`config.mk`:
```
export PLATFORM = sky130hd
export DESIGN_NAME = rx_sample_framer
export DESIGN_NICKNAME = d
export VERILOG_FILES = /design/src/rtl/rx_sample_framer.sv
export SDC_FILE = /design/constraint.sdc
export NUM_CORES = 1
export LEC_CHECK = 0
export CORE_ASPECT_RATIO = 0.6
export CORE_UTILIZATION = 40
export CTS_CLUSTER_DIAMETER = 80
export CTS_CLUSTER_SIZE = 24
export DETAILED_ROUTE_END_ITERATION = 6
export PLACE_DENSITY = 0.66
export SLEW_MARGIN = 20
export SYNTH_ARGS = -nofsm -noshare
export SYNTH_HDL_FRONTEND = slang
export SYNTH_SLANG_ARGS = --single-unit
```
`constraint.sdc`:
```
create_clock -name clk -period 6.98 [get_ports clk]
set_input_delay 2.094 -clock clk [delete_from_list [all_inputs] [get_ports clk]]
set_output_delay 2.094 -clock clk [all_outputs]
set_load 0.03 [all_outputs]
```
`src/rtl/rx_sample_framer.sv`:
```
// rx_sample_framer
// Packs the corrected RX sample stream into AXI-Stream packets of
// programmable length. Capture is started/stopped from the settings bus,
// optionally for a fixed number of samples. If the output FIFO backs up,
// the run is aborted: the open packet is closed with an error word
// (data 0, tlast=1, tuser=1) and the sticky overflow flag is raised.
//
// Optional feature: define RX_SAMPLE_FRAMER_OVF_COUNT_EN to build a 16-bit
// saturating overflow event counter on ovf_count; otherwise it reads 0.
//
// Ports:
//   clk, reset           core clock, synchronous active-high reset
//   set_stb/addr/data    settings bus write (SR_BASE+0 spp, +1 num_samps,
//                        +2 command: bit0 start, bit1 stop)
//   rx_stb, rx_data      sample stream in (I in [31:16], Q in [15:0])
//   rx_running           high while capturing, back to the RX frontend
//   o_tdata/tlast/tuser/tvalid, o_tready   AXI-Stream packet output
//   overflow             sticky overflow flag, cleared by accepted start
//   ovf_count            overflow event count (0 unless feature enabled)
module rx_sample_framer #(
    parameter logic [7:0]  SR_BASE   = 8'd180,
    parameter int          FIFO_SIZE = 5,
    parameter logic [15:0] SPP_RESET = 16'd64
) (
    input  logic        clk,
    input  logic        reset,
    input  logic        set_stb,
    input  logic [7:0]  set_addr,
    input  logic [31:0] set_data,
    input  logic        rx_stb,
    input  logic [31:0] rx_data,
    output logic        rx_running,
    output logic [31:0] o_tdata,
    output logic        o_tlast,
    output logic        o_tuser,
    output logic        o_tvalid,
    input  logic        o_tready,
    output logic        overflow,
    output logic [15:0] ovf_count
);

    localparam int DEPTH = 1 << FIFO_SIZE;
    // One slot is always kept free so an error word can close the packet.
    localparam logic [FIFO_SIZE:0] RESERVE_LVL = (FIFO_SIZE + 1)'(DEPTH - 1);
    localparam logic [7:0] ADDR_SPP   = SR_BASE;
    localparam logic [7:0] ADDR_NSAMP = SR_BASE + 8'd1;
    localparam logic [7:0] ADDR_CMD   = SR_BASE + 8'd2;

    typedef enum logic [1:0] {IDLE, RUN, STOPPING, OVF} state_t;

    state_t        state;
    logic [15:0]   spp_reg, spp_w, pkt_cnt, pkt_cnt_nxt;
    logic [31:0]   nsamps_reg, nsamps_w, remaining;

    logic [33:0]          mem [DEPTH];
    logic [FIFO_SIZE-1:0] wr_ptr, rd_ptr;
    logic [FIFO_SIZE:0]   fifo_cnt;
    logic [33:0]          head, push_word;

    logic cmd_wr, cmd_start, cmd_stop;
    logic active, smp, ovf_hit, smp_last, push, pop, done;

    // Stop wins over start when both bits are written together.
    assign cmd_wr    = set_stb && (set_addr == ADDR_CMD);
    assign cmd_start = cmd_wr && set_data[0] && !set_data[1];
    assign cmd_stop  = cmd_wr && set_data[1];

    assign active   = (state == RUN) || (state == STOPPING);
    assign smp      = active && rx_stb;
    assign ovf_hit  = smp && (fifo_cnt == RESERVE_LVL);
    assign smp_last = (pkt_cnt == spp_w - 16'd1) ||
                      ((nsamps_w != 32'd0) && (remaining == 32'd1)) ||
                      (state == STOPPING);
    assign pkt_cnt_nxt = smp_last ? 16'd0 : pkt_cnt + 16'd1;
    assign done     = smp && !ovf_hit && (nsamps_w != 32'd0) && (remaining == 32'd1);

    // An overflow with no open packet writes nothing.
    assign push      = smp && (!ovf_hit || (pkt_cnt != 16'd0));
    assign push_word = ovf_hit ? {32'h0, 1'b1, 1'b1} : {rx_data, smp_last, 1'b0};

    assign pop      = o_tvalid && o_tready;
    assign head     = mem[rd_ptr];
    assign o_tvalid = (fifo_cnt != '0);
    // Gate the head word so outputs read 0 whenever nothing is presented.
    assign o_tdata  = o_tvalid ? head[33:2] : 32'h0;
    assign o_tlast  = o_tvalid && head[1];
    assign o_tuser  = o_tvalid && head[0];

    always_ff @(posedge clk) begin
        if (reset) begin
            state      <= IDLE;
            rx_running <= 1'b0;
            overflow   <= 1'b0;
            pkt_cnt    <= 16'd0;
            remaining  <= 32'd0;
            spp_reg    <= SPP_RESET;
            spp_w      <= SPP_RESET;
            nsamps_reg <= 32'd0;
            nsamps_w   <= 32'd0;
        end else begin
            if (set_stb && set_addr == ADDR_SPP)
                spp_reg <= (set_data[15:0] == 16'd0) ? 16'd1 : set_data[15:0];
            if (set_stb && set_addr == ADDR_NSAMP)
                nsamps_reg <= set_data;

            case (state)
                IDLE, OVF: begin
                    if (cmd_start) begin
                        state      <= RUN;
                        rx_running <= 1'b1;
                        overflow   <= 1'b0;
                        pkt_cnt    <= 16'd0;
                        remaining  <= nsamps_reg;
                        spp_w      <= spp_reg;
                        nsamps_w   <= nsamps_reg;
                    end
                end
                default: begin
                    if (ovf_hit) begin
                        state      <= OVF;
                        rx_running <= 1'b0;
                        overflow   <= 1'b1;
                        pkt_cnt    <= 16'd0;
                    end else begin
                        if (smp) begin
                            pkt_cnt <= pkt_cnt_nxt;
                            if (nsamps_w != 32'd0)
                                remaining <= remaining - 32'd1;
                        end
                        if (done || (smp && state == STOPPING)) begin
                            state      <= IDLE;
                            rx_running <= 1'b0;
                        end else if (state == RUN && cmd_stop) begin
                            // Judge the packet boundary after this cycle's sample.
                            if ((smp ? pkt_cnt_nxt : pkt_cnt) == 16'd0) begin
                                state      <= IDLE;
                                rx_running <= 1'b0;
                            end else begin
                                state <= STOPPING;
                            end
                        end
                    end
                end
            endcase
        end
    end

    always_ff @(posedge clk) begin
        if (push)
            mem[wr_ptr] <= push_word;
    end

    always_ff @(posedge clk) begin
        if (reset) begin
            wr_ptr   <= '0;
            rd_ptr   <= '0;
            fifo_cnt <= '0;
        end else begin
            if (push)
                wr_ptr <= wr_ptr + 1'b1;
            if (pop)
                rd_ptr <= rd_ptr + 1'b1;
            case ({push, pop})
                2'b10:   fifo_cnt <= fifo_cnt + 1'b1;
                2'b01:   fifo_cnt <= fifo_cnt - 1'b1;
                default: fifo_cnt <= fifo_cnt;
            endcase
        end
    end

`ifdef RX_SAMPLE_FRAMER_OVF_COUNT_EN
    function automatic logic [15:0] sat_inc16(input logic [15:0] v);
        return (v == 16'hFFFF) ? v : v + 16'd1;
    endfunction

    logic [15:0] ovf_cnt;

    always_ff @(posedge clk) begin
        if (reset)
            ovf_cnt <= 16'h0;
        else if (ovf_hit)
            ovf_cnt <= sat_inc16(ovf_cnt);
    end

    assign ovf_count = ovf_cnt;
`else
    assign ovf_count = 16'h0;
`endif

endmodule

```
==> metrics.md, run 1 <==
| Metric | Value |
|---|---|
| Outcome | `completed` |
| Slew HR | `0.3386` |
| HP Class | `flop to flop` |
| CTS buffer count | `60` |
| Final #Nets | `2950` |
| Hold_ws | `0.4538 ns` |
| Sequential fraction of the synthesis area | `0.7234` |
| Via density | `5.731` |
| Crit share post-route | `0.8788` |
| Critical Path Max Stage Delay | `0.72 ns` |
| Synth area leader | `edfxtp_1` |
| CP top delay family | `multiplexers` |
| Vias in the first global route | `25070` |
| First drt pass iteration count | `7` |
| CTS tree | `built` |
| Most frequent cells in the layout | `edfxtp_1, mux4_2, nand2_1` |
| CP bufs+invs | `3` |
| Setup TNS | `0 ns` |
| Hold-fix buffers at CTS | `0` |
| Setup violators final | `0` |
| Number of max-cap violations | `0` |
| Clock Tree Root | `clkbuf_16` |
| Rows | `99` |
| Die X | `457.7 um` |
| Largest net degree at the start of global routing | `147` |
| Final Critical Period | `6.134 ns` |
| Share of post-route cells with drive strength above 1 | `0.2017` |
| Mapped cell area | `0.04984 mm^2` |
| Clock Tree Buf Depth | `3` |
| Total gr overflow | `0` |
| Final WL | `116200 um` |
| First-pass GRT wire length | `172400 um` |
| Starting Density | `0.4069` |
| Layout Utilization | `0.4532` |
| Yosys cell types | `79` |
| Initial antenna violation count | `5` |
| Worst Path Arrival | `4.04 ns` |
| Detailed placement HPWL | `69470 um` |
| DR DRC count | `0` |
| Final hold viol count | `0` |
| Yosys top cell area share | `0.6555` |
| Clock sink count | `1257` |
| # H-tree levels | `2` |
| Largest register by flop count | `mem` |
| Largest register FFs | `1088` |
| RD Place Congestion | `0.8266` |
| Worst path slowest cell | `dfxtp_4` |
| Final ANT Viol Nets | `0` |
| Avg Cell Area, Syn | `18.17 um^2` |
| FILL cells | `10230` |
| Worst skew pair latency | `0.69 ns` |
| Setup crit start kind | `flop` |
| DIE AREA | `0.1261 mm^2` |
| FMAX | `163.0 MHz` |
| Cell Pwr Density | `257.0 mW/mm^2` |
| Slew Limit Fails | `0` |
| Fin cells | `4509` |
| Top cells by area, synth | `edfxtp_1, mux4_2, dfxtp_1, nand2_1, a21oi_1` |
| Ports | `130` |
| Skew final | `0.03558 ns` |
| Overall routing resource usage | `0.1846` |
| Setup Slack @ Placement | `1.517 ns` |
| Prevailing post-synth register cell | `edfxtp_1` |
| Final setup margin | `0.8458 ns` |
| Worst-path cell chain | `buf_12, buf_12, mux4_2, mux4_2, mux2i_1, nor2_1, clkdlybuf4s50_1` |
| Yosys warning count | `0` |
| Max VDD drop | `0.1985 mV` |
| Die height | `275.4 um` |
| Postcts setup bufs | `0` |
| Vias | `25840` |
| FFs w/ async S/R, synth | `0` |
| Dpl cells | `4409` |
| #FFs+latches synth | `1257` |
| Post-synth EDFFs | `1088` |
| Detailed-route wire length per cell | `25.78 um` |
| Crit. End Element | `output port` |
| I/O Buffers | `113` |
| Worst-margin pin slew | `0.9920 ns` |
| Lkg Pwr | `16.57 nW` |
| Post-CTS resize count | `0` |
| Worst Path Max Fanout | `24` |
| CTS clock-pin slew for the worst setup and hold paths | `0.10 ns` |
| Syn-to-layout area delta | `11.40%` |
| Setup CP Type | `flop to output port` |
| Worst EP required | `4.89 ns` |
| Leading cell type in the layout, fill and taps excluded | `edfxtp_1` |
| First DRT Iteration DRCs | `3316` |
| Post-synthesis cell count | `2743` |
| RSZ-0062 raised after global routing | `no` |
| Placeable Area | `0.1225 mm^2` |
area by class of cell:
cell class	instances	area [um^2]	share of cell area
Sequential cell	1257	36070	0.6497
Multi-Input combinational cell	1302	13380	0.2410
Timing Repair Buffer	208	2205	0.03971
Tap cell	1616	2022	0.03642
Clock buffer	91	1649	0.02970
Inverter	26	97.59	0.001758
Clock inverter	6	88.84	0.001600
Antenna cell	3	7.507	0.0001352
worst paths after layout:
path	start	to	slack, ns	depth (start not counted)
worst max-delay path	flop	o_tdata[6]	0.85	7
worst min-delay path	spp_reg[15]	spp_reg[15]	0.45	2
worst max register to register	state[0]	state[1]	3.05	11
worst min register to register	spp_reg[15]	spp_reg[15]	0.45	2
layer usage:
metal,wire (um),GRT usage
met4,1441,0.02720
met3,9549,0.03176
met5,0,0
met2,50150,0.2671
met1,55100,0.2956
synth_stat cells, drive strengths merged, types with 32 or more instances:
library cell	instances
edfxtp	1088
mux4	340
buf	50
clkbuf	123
nor2	138
nor2b	37
o21ai	32
nor3	35
a21oi	123
dfxtp	169
mux2i	40
nand2	258
tightest hold or removal path, stage by stage, from the launching register on:
cell     delay [ns]
dfxtp_1        0.32
nand2_1        0.05
a21oi_1        0.05
cell families after synthesis:
group                    synth area share
other                          0.00007524
AND/OR/NAND/NOR                   0.05718
multiplexers                       0.1628
AO/OA/AOI/OAI                     0.02957
flip-flops                         0.7234
adder cells (fa/ha/maj)          0.004669
XOR/XNOR                         0.005799
buffers and inverters             0.01654
where the power goes:
part | internal [mW] | switching (mW)
clock network | 1.66 | 2.33
registers | 8.17 | 0.0473
logic | 0.990 | 1.07
through the flow:
stage                     power, mW  instance area, um^2
after floorplan               9.776                49900
after global placement        10.48                53730
after detailed placement      10.49                53750
after CTS                     14.41                55490
after global routing          14.76                55520
final                         14.27                55520
Power figures use the tool's default switching activity.
==> inputs of run 2 (changes only) <==
- CORE_UTILIZATION: 40 -> 30
- PLACE_DENSITY: 0.66 -> 0.55
==> metrics.md, run 2 (synthesized netlist as in run 1, its figures left out) <==
| Metric | Value |
|---|---|
| Outcome | `completed` |
| Worst path slowest cell | `dfxtp_4` |
| Worst Path Arrival | `4.06 ns` |
| RSZ-0062 raised after global routing | `no` |
| First DRT Iteration DRCs | `3102` |
| Seq. cell area | `0.03607 mm^2` |
| Final WL | `131600 um` |
| Ports | `130` |
| Vias | `25950` |
| Setup TNS | `0 ns` |
| Max VDD drop | `0.2893 mV` |
| Number of max-cap violations | `0` |
| CP Depth | `6` |
| CTS buffer count | `61` |
| Detailed placement HPWL | `76030 um` |
| Detailed-route wire length per cell | `25.68 um` |
| Final Critical Period | `6.152 ns` |
| DIE AREA | `0.1678 mm^2` |
| Critical Path Max Stage Delay | `0.75 ns` |
| Largest register by flop count | `mem` |
| Hold-fix buffers at CTS | `0` |
| Worst path most repeated cell | `mux4_2` |
| Final setup margin | `0.8280 ns` |
| Postcts setup bufs | `0` |
| Worst-margin pin slew | `1.112 ns` |
| CTS clock-pin slew for the worst setup and hold paths | `0.09 ns` |
| Cell Pwr Density | `256.0 mW/mm^2` |
| Die X | `528.2 um` |
| RD Place Congestion | `0.7734` |
| First-pass GRT wire length | `188200 um` |
| Reg2reg path depth | `10` |
| First drt pass iteration count | `5` |
| Overall routing resource usage | `0.1550` |
| CTS tree | `built` |
| Multi-input gate area | `0.01348 mm^2` |
| Setup crit start kind | `flop` |
| CP bufs+invs | `2` |
| Hold_ws | `0.4558 ns` |
| Setup Slack @ Placement | `1.499 ns` |
| Largest net degree at the start of global routing | `111` |
| Share of post-route cells with drive strength above 1 | `0.2024` |
| Post-CTS resize count | `0` |
| Worst skew pair latency | `0.73 ns` |
| Worst EP required | `4.89 ns` |
| Clock sink count | `1257` |
| Rows | `115` |
| Clock Tree Root | `clkbuf_16` |
| Skew final | `0.04686 ns` |
| I/O Buffers | `113` |
| Die height | `317.7 um` |
| Placeable Area | `0.1645 mm^2` |
| Most frequent cells in the layout | `edfxtp_1, mux4_2, nand2_1` |
| CP top delay family | `multiplexers` |
| Setup CP Type | `flop to output port` |
| Leading cell type in the layout, fill and taps excluded | `edfxtp_1` |
| Final #Nets | `2944` |
| Final ANT Viol Nets | `0` |
| Slew Limit Fails | `0` |
| Crit. End Element | `output port` |
| Starting Density | `0.3031` |
| FILL cells | `15380` |
| FMAX | `162.5 MHz` |
| Clock Tree Buf Depth | `3` |
| # H-tree levels | `2` |
| WHS Path Cells | `2` |
| Initial antenna violation count | `3` |
| DR DRC count | `0` |
| Via density | `5.064` |
| Vias in the first global route | `25000` |
| Final hold viol count | `0` |
| Largest register FFs | `1088` |
| Setup violators final | `0` |
| Total gr overflow | `0` |
| Worst Path Max Fanout | `34` |
| Crit share post-route | `0.8814` |
| Worst-path cell chain | `buf_12, mux4_2, mux4_2, mux2i_1, nor2_1, clkdlybuf4s50_1` |
| Slew HR | `0.2588` |
| Syn-to-layout area delta | `13.48%` |
| Lkg Pwr | `16.71 nW` |
| HP Class | `flop to flop` |
run 2: metal layers:
metal	track usage	part of all wire	vias up	routed length (um)
met3	0.02780	0.073	87	9636
li1	-	-	11080	-
met2	0.2163	0.42	852	55700
met1	0.2530	0.49	13930	64950
met4	0.01896	0.0099	0	1298
met5	0	0	-	0
run 2: tightest hold or removal path: stages, from the launching register on:
cell	delay, ns
dfxtp_1	0.31
nand2_1	0.05
a21oi_1	0.05
run 2: final cells by class:
| class | count | area share |
|---|---|---|
| diodes | 1 | 0.00004424 |
| clock buffers | 101 | 0.02964 |
| clock inverters | 13 | 0.004181 |
| inverters | 26 | 0.001725 |
| multi-input cells | 1302 | 0.2384 |
| flip-flops and latches | 1257 | 0.6378 |
| well taps | 2223 | 0.04917 |
| repair buffers | 201 | 0.03907 |
run 2: through the flow:
stage	util	power, mW	cells	instance area [um^2]
floorplan	-	9.776	2758	49900
global placement	0.3313	10.47	5008	54480
detailed placement	0.3316	10.48	5008	54530
CTS	0.3432	14.65	5122	56450
global route	0.3439	15.01	5124	56560
finish	0.3439	14.48	5124	56560
run 2: worst paths after layout:
path / startpoint / end / slack, ns
worst min-delay path: nsamps_w[21] / nsamps_w[21] / 0.46
worst min register to register: nsamps_w[21] / nsamps_w[21] / 0.46
worst max-delay path: flop / o_tdata[2] / 0.83
worst max register to register: state[0] / mem[23][31] / 2.71
run 2: power breakdown:
group	internal [mW]	switching (mW)	total, mW
clock	1.79	2.43	4.22
sequential	8.17	0.0496	8.22
combinational	0.977	1.06	2.04
